==> src/rtl/io_in_debounce.sv <==
// io_in_debounce: synchronise and debounce io_in[7:2] into clean levels plus edge pulses;
// fall pulses are produced only when IO_IN_DEBOUNCE_FALL_EN is defined.
module io_in_debounce #(
    parameter int WIDTH       = 6,
    parameter int SYNC_STAGES = 2,
    parameter int DB_CYCLES   = 4
) (
    input  logic             clk,
    input  logic             reset,
    input  logic [WIDTH-1:0] raw_in,
    output logic [WIDTH-1:0] db_out,
    output logic [WIDTH-1:0] rise,
    output logic [WIDTH-1:0] fall,
    output logic             changed
);
    localparam int CNT_W = $clog2(DB_CYCLES + 1);
    localparam logic [CNT_W-1:0] CNT_MAX = CNT_W'(DB_CYCLES - 1);
    logic [WIDTH-1:0] sync_q [SYNC_STAGES];
    logic [CNT_W-1:0] cnt [WIDTH];
    logic [WIDTH-1:0] s, mis, hit;
    always_comb begin
        s = sync_q[SYNC_STAGES-1];
        mis = s ^ db_out;
        hit = '0;
        for (int i = 0; i < WIDTH; i++) hit[i] = mis[i] && cnt[i] == CNT_MAX;
    end
    always_ff @(posedge clk) begin
        if (reset) begin
            for (int k = 0; k < SYNC_STAGES; k++) sync_q[k] <= '0;
            for (int i = 0; i < WIDTH; i++) cnt[i] <= '0;
            db_out  <= '0;
            rise    <= '0;
            changed <= 1'b0;
        end else begin
            sync_q[0] <= raw_in;
            for (int k = 1; k < SYNC_STAGES; k++) sync_q[k] <= sync_q[k-1];
            for (int i = 0; i < WIDTH; i++) cnt[i] <= (mis[i] && !hit[i]) ? cnt[i] + 1'b1 : '0;
            db_out <= db_out ^ hit;
            rise   <= hit & s;
`ifdef IO_IN_DEBOUNCE_FALL_EN
            changed <= |hit;
`else
            changed <= |(hit & s);
`endif
        end
    end
`ifdef IO_IN_DEBOUNCE_FALL_EN
    always_ff @(posedge clk) fall <= reset ? '0 : hit & ~s;
`else
    assign fall = '0;
`endif
endmodule

==> config.mk <==
export PLATFORM = sky130hd
export DESIGN_NAME = io_in_debounce
export DESIGN_NICKNAME = d
export VERILOG_FILES = /design/src/rtl/io_in_debounce.sv
export SDC_FILE = /design/constraint.sdc
export NUM_CORES = 1
export LEC_CHECK = 0
export ABC_AREA = 1
export ABC_CLOCK_PERIOD_IN_PS = 3600
export CORE_UTILIZATION = 55
export CTS_CLUSTER_DIAMETER = 80
export DETAILED_ROUTE_END_ITERATION = 6
export PLACE_DENSITY = 0.85
export SYNTH_ARGS = -nofsm -noshare
export SYNTH_HDL_FRONTEND = slang
export SYNTH_SLANG_ARGS = --single-unit
export TNS_END_PERCENT = 50
==> constraint.sdc <==
create_clock -name clk -period 3.6 [get_ports clk]
set_clock_uncertainty 0.2 [all_clocks]
set_input_delay 0.36 -clock clk [delete_from_list [all_inputs] [get_ports clk]]
set_output_delay 0.36 -clock clk [all_outputs]
set_load 0.01 [all_outputs]
After elaboration in Yosys (flattened, before gate mapping)
Memory sizes are Yosys's and may differ from the RTL's. Cells that the tools add are included.

Bits in registers: 13. Input port bits: 8. Memories kept: 2. Word-level logic and storage cells: 64. RAM bits: 30. Output and inout port bits: 19.

Bitwise gates (word level): 11. Equality and inequality tests: 6. Reduce and logical (&&, ||, !) cells: 19. Add/sub/neg operators: 6. Muxes and demuxes: 17.

Memory list: cnt (words 6, width 3, rd ports 6, clocked after Yosys merged registers in 0, write ports 6, RTL line 19) `logic [CNT_W-1:0] cnt [WIDTH];`; sync_q (words 2, width 6, rd ports 2, clocked after Yosys merged registers in 0, write ports 2, RTL line 18) `logic [WIDTH-1:0] sync_q [SYNC_STAGES];`.

Operators with widths (count): $mux W3 (12); $add A3 B1 Y3 const B (6); $eq A3 B2 Y1 const B (6); $logic_and A1 B1 Y1 (12); $mux W6 (2); $xor A6 B6 Y6 (2); $or A1 B1 Y1 (8); $and A6 B6 Y6 (1); $logic_not A1 Y1 (6); $reduce_or A6 Y1 (1); $mux W1 (3).

Longest topological paths before layout
Gate-level depths: netlist of the first run. An unclocked memory read counts as a cell.

Word-level depth: 7. Mapped depth: 6. Depth with buffers taken out: 6.

Worst setup path before layout of the first run
No wires, ideal clock.

Path type: flip-flop to flip-flop. Start point: mem cnt[0][6] (netlist name). End point: reg changed. Clock period less this slack: 1.275 ns. Buffers on the path: 0. Library setup time: 0.117 ns. Required time: 3.283 ns. Arrival: 0.958 ns. Cell stages (with the launch flop): 7. Path slack: 2.325 ns. Path through: dfxtp_1 > ha_1 > ha_1 > nand3_1 > nand2_1 > nor2_1 > a21oi_1.

RTL lines: start, declared (RTL line 19); end signal, assigned (RTL line 43) `changed <= |(hit & s);`; end, declared (RTL line 14) `output logic changed`.

==> results of run 1 <==
placed cells by master (no fill, tap or decap):
master	instances
clkinv_2	1
clkbuf_8	1
o211ai_1	3
nand2_1	14
a21oi_1	10
clkdlybuf4s50_1	20
nor3_1	2
ha_1	12
dfxtp_1	43
inv_1	34
conb_1	6
clkbuf_4	5
a21oi_2	3
nor2_1	38
nand3_1	4
o211ai_2	3
power groups by stage:
| stage | registers (mW) | logic (mW) | clock network, mW |
|---|---|---|---|
| 3_3_place_gp | 0.499 | 0.0271 | 0 |
| 2_1_floorplan | 0.499 | 0.0247 | 0 |
| 5_1_grt | 0.490 | 0.0321 | 0.256 |
| 4_1_cts | 0.489 | 0.0284 | 0.238 |
| 3_5_place_dp | 0.500 | 0.0284 | 0 |
| 6_report | 0.489 | 0.0281 | 0.230 |
final cells by class:
| class | instances | area [um^2] |
|---|---|---|
| repair buffers | 20 | 200 |
| inverters | 34 | 128 |
| multi-input cells | 95 | 534 |
| well taps | 31 | 38.8 |
| flip-flops and latches | 43 | 861 |
| fillers | 215 | 916 |
| clock inverters | 1 | 5.00 |
| clock buffers | 6 | 51.3 |
metal layers:
metal,track usage [%],share of wire [%]
met1,16.2,43
met4,7.50,1.9
met2,29.8,50
met3,7.73,5.0
met5,0,0
cells in the mapped netlist:
library cell,count
a21oi_2,3
a21oi_1,10
o211ai_1,3
nor3_1,2
buf_4,8
ha_1,12
nor2_1,38
conb_1,1
inv_1,34
dfxtp_1,43
nand2_1,14
o211ai_2,3
buf_6,1
nand3_1,4
cells by family (layout without fill, tap and decap cells):
kind of cell / count (synthesis) / after routing / share of synthesized area (%)
compound gates: 19 / 19 / 8.66
flops: 43 / 43 / 54.6
buf+inv: 43 / 61 / 12.6
fa+ha+maj: 12 / 12 / 9.53
simple gates: 58 / 58 / 14.3
other cells: 1 / 6 / 0.238
through the flow:
step                      power, mW  hold WS [ns]
after floorplan               0.523         0.188
after global placement        0.526         0.192
after detailed placement      0.528         0.198
after CTS                     0.755         0.207
after global routing          0.778         0.229
final                         0.747         0.201
worst min path at each step:
stage / startpoint / end / slack, ns / cells after the start
final: sync_q[0][4] / sync_q[0][10] / 0.20 / 2
after global routing: sync_q[0][4] / sync_q[0][10] / 0.23 / 2
after CTS: sync_q[0][4] / sync_q[0][10] / 0.21 / 2
after detailed placement: sync_q[0][4] / sync_q[0][10] / 0.20 / 2
after global placement: sync_q[0][0] / sync_q[0][6] / 0.19 / 2
after floorplan: sync_q[0][4] / sync_q[0][10] / 0.19 / 2
==> flow_summary_export.csv, run 1 <==
group,metric,value,unit
pwr,peakVddDrop,0.000420,V
outcome,status,"completed",
route,drc,0,
layout,fin_nets,219,
critical_path,ff2ff_setup_slack,2.19,ns
critical_path,critical_path_buf_inv_count,1,
yosys,synth_area,0.00158,mm^2
route,drtPass1Iterations,4,
clock_tree,cts_tree,"done",
clock_tree,numCtsBuffers,5,
floorplanning,die_area,0.00308,mm^2
sta,hold_viol_final,0,
floorplanning,die_y,55.5,um
placed_design,hpwl,1720,um
critical_path,end_kind,"output pin",
clock_tree,cts_setup_buffers,0,
sta,slew_headroom,31.2,%
clock_tree,clkSinkCount,43,
sta,rsz0062_at_grt,"no",
grt,grt_pass1_vias,1002,
sta,setup_ws,1.65,ns
critical_path,endpoint,"db_out[5]",
route,via_count,1073,
floorplanning,start_util,57.6,%
layout,fin_util,66.5,%
clock_tree,cts_root_buf,"clkbuf_4",
critical_path,critPathMaxStageDelay,0.58,ns
layout,finalInstanceArea,0.00182,mm^2
grt,grt_max_degree,32,
yosys,syn_area_per_cell,8.95,um^2
grt,grt_remaining_overflow,0,
route,postRouteAntennaNets,0,
critical_path,critPathSlowestCell,"clkdlybuf4s50_1",
sta,setup_viol,0,
placed_design,dp_slack,1.36,ns
sta,max_freq,0.513,GHz
floorplanning,core,0.00273,mm^2
yosys,ys.warnings.count,0,
clock_tree,cts_resized,0,
pwr,leakage,0.757,nW
layout,area_growth,15.4,%
floorplanning,ioPinCount,27,
critical_path,worstSetupStartpointType,"flop",
yosys,yosysTopAreaCellShare,54.6,%
critical_path,crit-reg2reg-capture,"changed",
layout,antennaDiodeCount,0,
clock_tree,holdBufCountCts,0,
placed_design,gp_congestion,0.779,
route,wirelength,2220,um
route,wire_per_inst,9.64,um
yosys,seq_area_frac_synth,54.6,%
pwr,p_clk_share,30.8,%
sta,min_period,1.95,ns
hold_path,hp-class,"reg -> reg",
route,initialDrtViolationCount,12,
grt,antenna_found_initial,0,
sta,finalSetupTns,0,ns
layout,stdcell_count,230,
critical_path,path_delay_family,"buffers and inverters",
critical_path,worstPathMaxFanout,6,
clock_tree,clock_path_buffers,2,
pwr,power.density,411,mW/mm^2
pwr,power_frac_comb,3.8,%
critical_path,reg2regPathDepth,6,
placed_design,place_inst,223,
clock_tree,htreeDepth,2,
pwr,p_int,0.587,mW
critical_path,cp.arrival,1.39,ns
yosys,syn_inst,176,
placed_design,io_buffers,20,
sta,min_period_over_period,54.2,%
yosys,synth.ff_latch_count,43,
layout,drive_gt1_share,6.53,%
placed_design,placed_cell_area,0.00176,mm^2
floorplanning,rows,19,
critical_path,path_class,"reg -> out",
sta,tightest_slew,1.03,ns
sta,slew_viol_final,0,
yosys,synth_cell_types,14,
pwr,switchingPower,0.160,mW
critical_path,path_cells,"clkdlybuf4s50_1",
grt,grt_pass1_wl,3830,um
yosys,ys_top_cells_by_area,"dfxtp_1, ha_1, nor2_1, inv_1, buf_4",
clock_tree,clkLatencyLatePin,0.34,ns
critical_path,path_depth,1,
grt,grtUsageTotal,16.7,%
route,avgViaCountPerCell,4.67,
job,max_cap_viol_count,0,
pwr,switching_share,21.4,%
critical_path,timing.rr.start,"cnt[0][0]",
yosys,synth_area_leader_cell,"dfxtp_1",
pwr,seqPwrFrac,65.5,%
critical_path,crit_required,3.04,ns
floorplanning,die_x,55.5,um
clock_tree,path_clk_slew,0.11,ns
(Power assumes the default switching activity.)
==> inputs of run 2 (changes only) <==
- ABC_CLOCK_PERIOD_IN_PS: 3600 -> 1950
- CORE_UTILIZATION: 55 -> 51
- PLACE_DENSITY: 0.85 -> 0.8
- clock period: 3.6 -> 1.95 ns (I/O delays scaled with it)
==> run 2 against run 1 <==
Compared with the run above: the flow now finishes with violations (design-rule violations); flip-flop and latch count did not move; sequential share of layout area down 0.90 points; die area increased by 7.6%; clock power grew 130%; setup slack got worse by 1.5 ns; wire length grew 0.36%; combinational power rose by 100%; critical path depth unchanged; core utilization is 1.0 points lower; non-clock buffer count is 1 higher; total power grew 98%; global-route usage fell by 0.62 points.
==> flow_summary_export.csv, run 2 (synthesis gave the netlist of run 1 again) <==
group,metric,value,unit
route,initialDrtViolationCount,15,
floorplanning,die_area,0.00331,mm^2
critical_path,critical_path_buf_inv_count,1,
critical_path,ff2ff_setup_slack,0.55,ns
hold_path,worstHoldStart,"raw_in[2]",
grt,antenna_found_initial,0,
critical_path,cp.arrival,1.38,ns
route,avgViaCountPerCell,4.66,
clock_tree,clock_path_buffers,2,
critical_path,path_cells,"clkdlybuf4s50_1",
floorplanning,die_x,57.6,um
placed_design,io_buffers,20,
clock_tree,clkSinkCount,43,
critical_path,critPathMaxStageDelay,0.58,ns
clock_tree,cts_root_buf,"clkbuf_4",
critical_path,path_class,"reg -> out",
clock_tree,htreeDepth,2,
hold_path,hold-path-cell-count,3,
layout,drive_gt1_share,6.50,%
floorplanning,die_y,57.6,um
grt,grt_pass1_vias,1032,
hold_path,min_to,"sync_q[0][2]",
critical_path,end_kind,"output pin",
critical_path,worstSetupStartpointType,"flop",
pwr,leakage,0.771,nW
layout,finalInstanceArea,0.00185,mm^2
sta,min_period_over_period,90.9,%
critical_path,reg2regPathDepth,6,
sta,setup_viol,0,
outcome,status,"finished with violations",
grt,grt_pass1_wl,3930,um
critical_path,path_delay_family,"buffers and inverters",
sta,finalSetupTns,0,ns
floorplanning,ioPinCount,27,
route,wirelength,2230,um
sta,max_freq,0.564,GHz
clock_tree,clkLatencyLatePin,0.33,ns
route,wire_per_inst,9.63,um
outcome,violations,"design-rule violations",
critical_path,timing.rr.start,"cnt[0][9]",
layout,final_cell_mix,"dfxtp_1, nor2_1, inv_1, clkdlybuf4s50_1, nand2_1",
sta,rsz0062_at_grt,"no",
grt,grt_remaining_overflow,0,
placed_design,gp_congestion,0.688,
clock_tree,cts_setup_buffers,0,
clock_tree,numCtsBuffers,5,
clock_tree,cts_resized,0,
clock_tree,path_clk_slew,0.11,ns
sta,slew_viol_final,0,
critical_path,crit-reg2reg-capture,"changed",
critical_path,crit_required,1.55,ns
pwr,power.density,799,mW/mm^2
layout,area_growth,17.6,%
route,via_count,1077,
layout,fin_nets,220,
pwr,peakVddDrop,0.000629,V
grt,grt_max_degree,32,
critical_path,critPathSlowestCell,"clkdlybuf4s50_1",
floorplanning,rows,19,
floorplanning,core,0.00283,mm^2
route,drtPass1Iterations,6,
layout,antennaDiodeCount,0,
clock_tree,cts_tree,"done",
grt,grtUsageTotal,16.0,%
layout,nFillCells,240,
route,postRouteAntennaNets,0,
route,drc,3,
clock_tree,holdBufCountCts,0,
layout,layout_commonest_cell,"dfxtp_1",
placed_design,placed_cell_area,0.00178,mm^2
placed_design,hpwl,1660,um
critical_path,worstPathMaxFanout,6,
sta,min_period,1.77,ns
sta,hold_viol_final,0,
floorplanning,start_util,55.7,%
job,max_cap_viol_count,0,
hold_path,hp-class,"in -> reg",
==> run 2: cell count changes in the layout (fill, tap and decap cells not counted), sizes merged <==
cell and change:
bufinv +1, buf +1, clkinv -1
==> run 2: area by class of cell <==
cell class              count  area [um^2]  area share (%)
well taps                  31         38.8            2.09
clock buffers               6         41.3            2.23
repair buffers             21          220            11.9
inverters                  34          128            6.89
multi-input cells          95          534            28.8
clock inverters             1         30.0            1.62
flip-flops and latches     43          861            46.5
==> run 2: power by group <==
part           internal (mW)  leakage, nW  switching, mW  total [mW]
logic                 0.0268        0.383         0.0293      0.0561
registers              0.893        0.349        0.00908       0.903
clock network          0.265       0.0383          0.258       0.522
==> run 2: metal layers <==
metal	global-route usage, %	vias to the layer above	wire [um]
met5	0	-	0
met4	8.36	0	51
met3	6.58	4	118
met2	28.6	26	1170
met1	15.8	475	882
li1	-	572	-
==> run 2: worst max path at each step <==
stage,slack [ns],cells past startpoint,endpoint
3_5_place_dp,0.45,5,cnt[0][14]
4_1_cts,0.16,1,db_out[5]
3_3_place_gp,0.50,5,cnt[0][7]
5_1_grt,0.1,1,db_out[5]
2_1_floorplan,0.67,6,changed
6_report,0.18,1,db_out[5]
==> run 2: stage by stage <==
step	util [%]	cells	worst slack [ns]	power [mW]	hold WS, ns
global route	65.5	231	0.0973	1.54	0.165
finish	65.5	231	0.177	1.48	0.161
CTS	65.5	231	0.160	1.50	0.150
global placement	63.0	224	0.505	0.976	0.191
detailed placement	63.0	224	0.445	0.979	0.192
floorplan	-	181	0.675	0.966	0.102
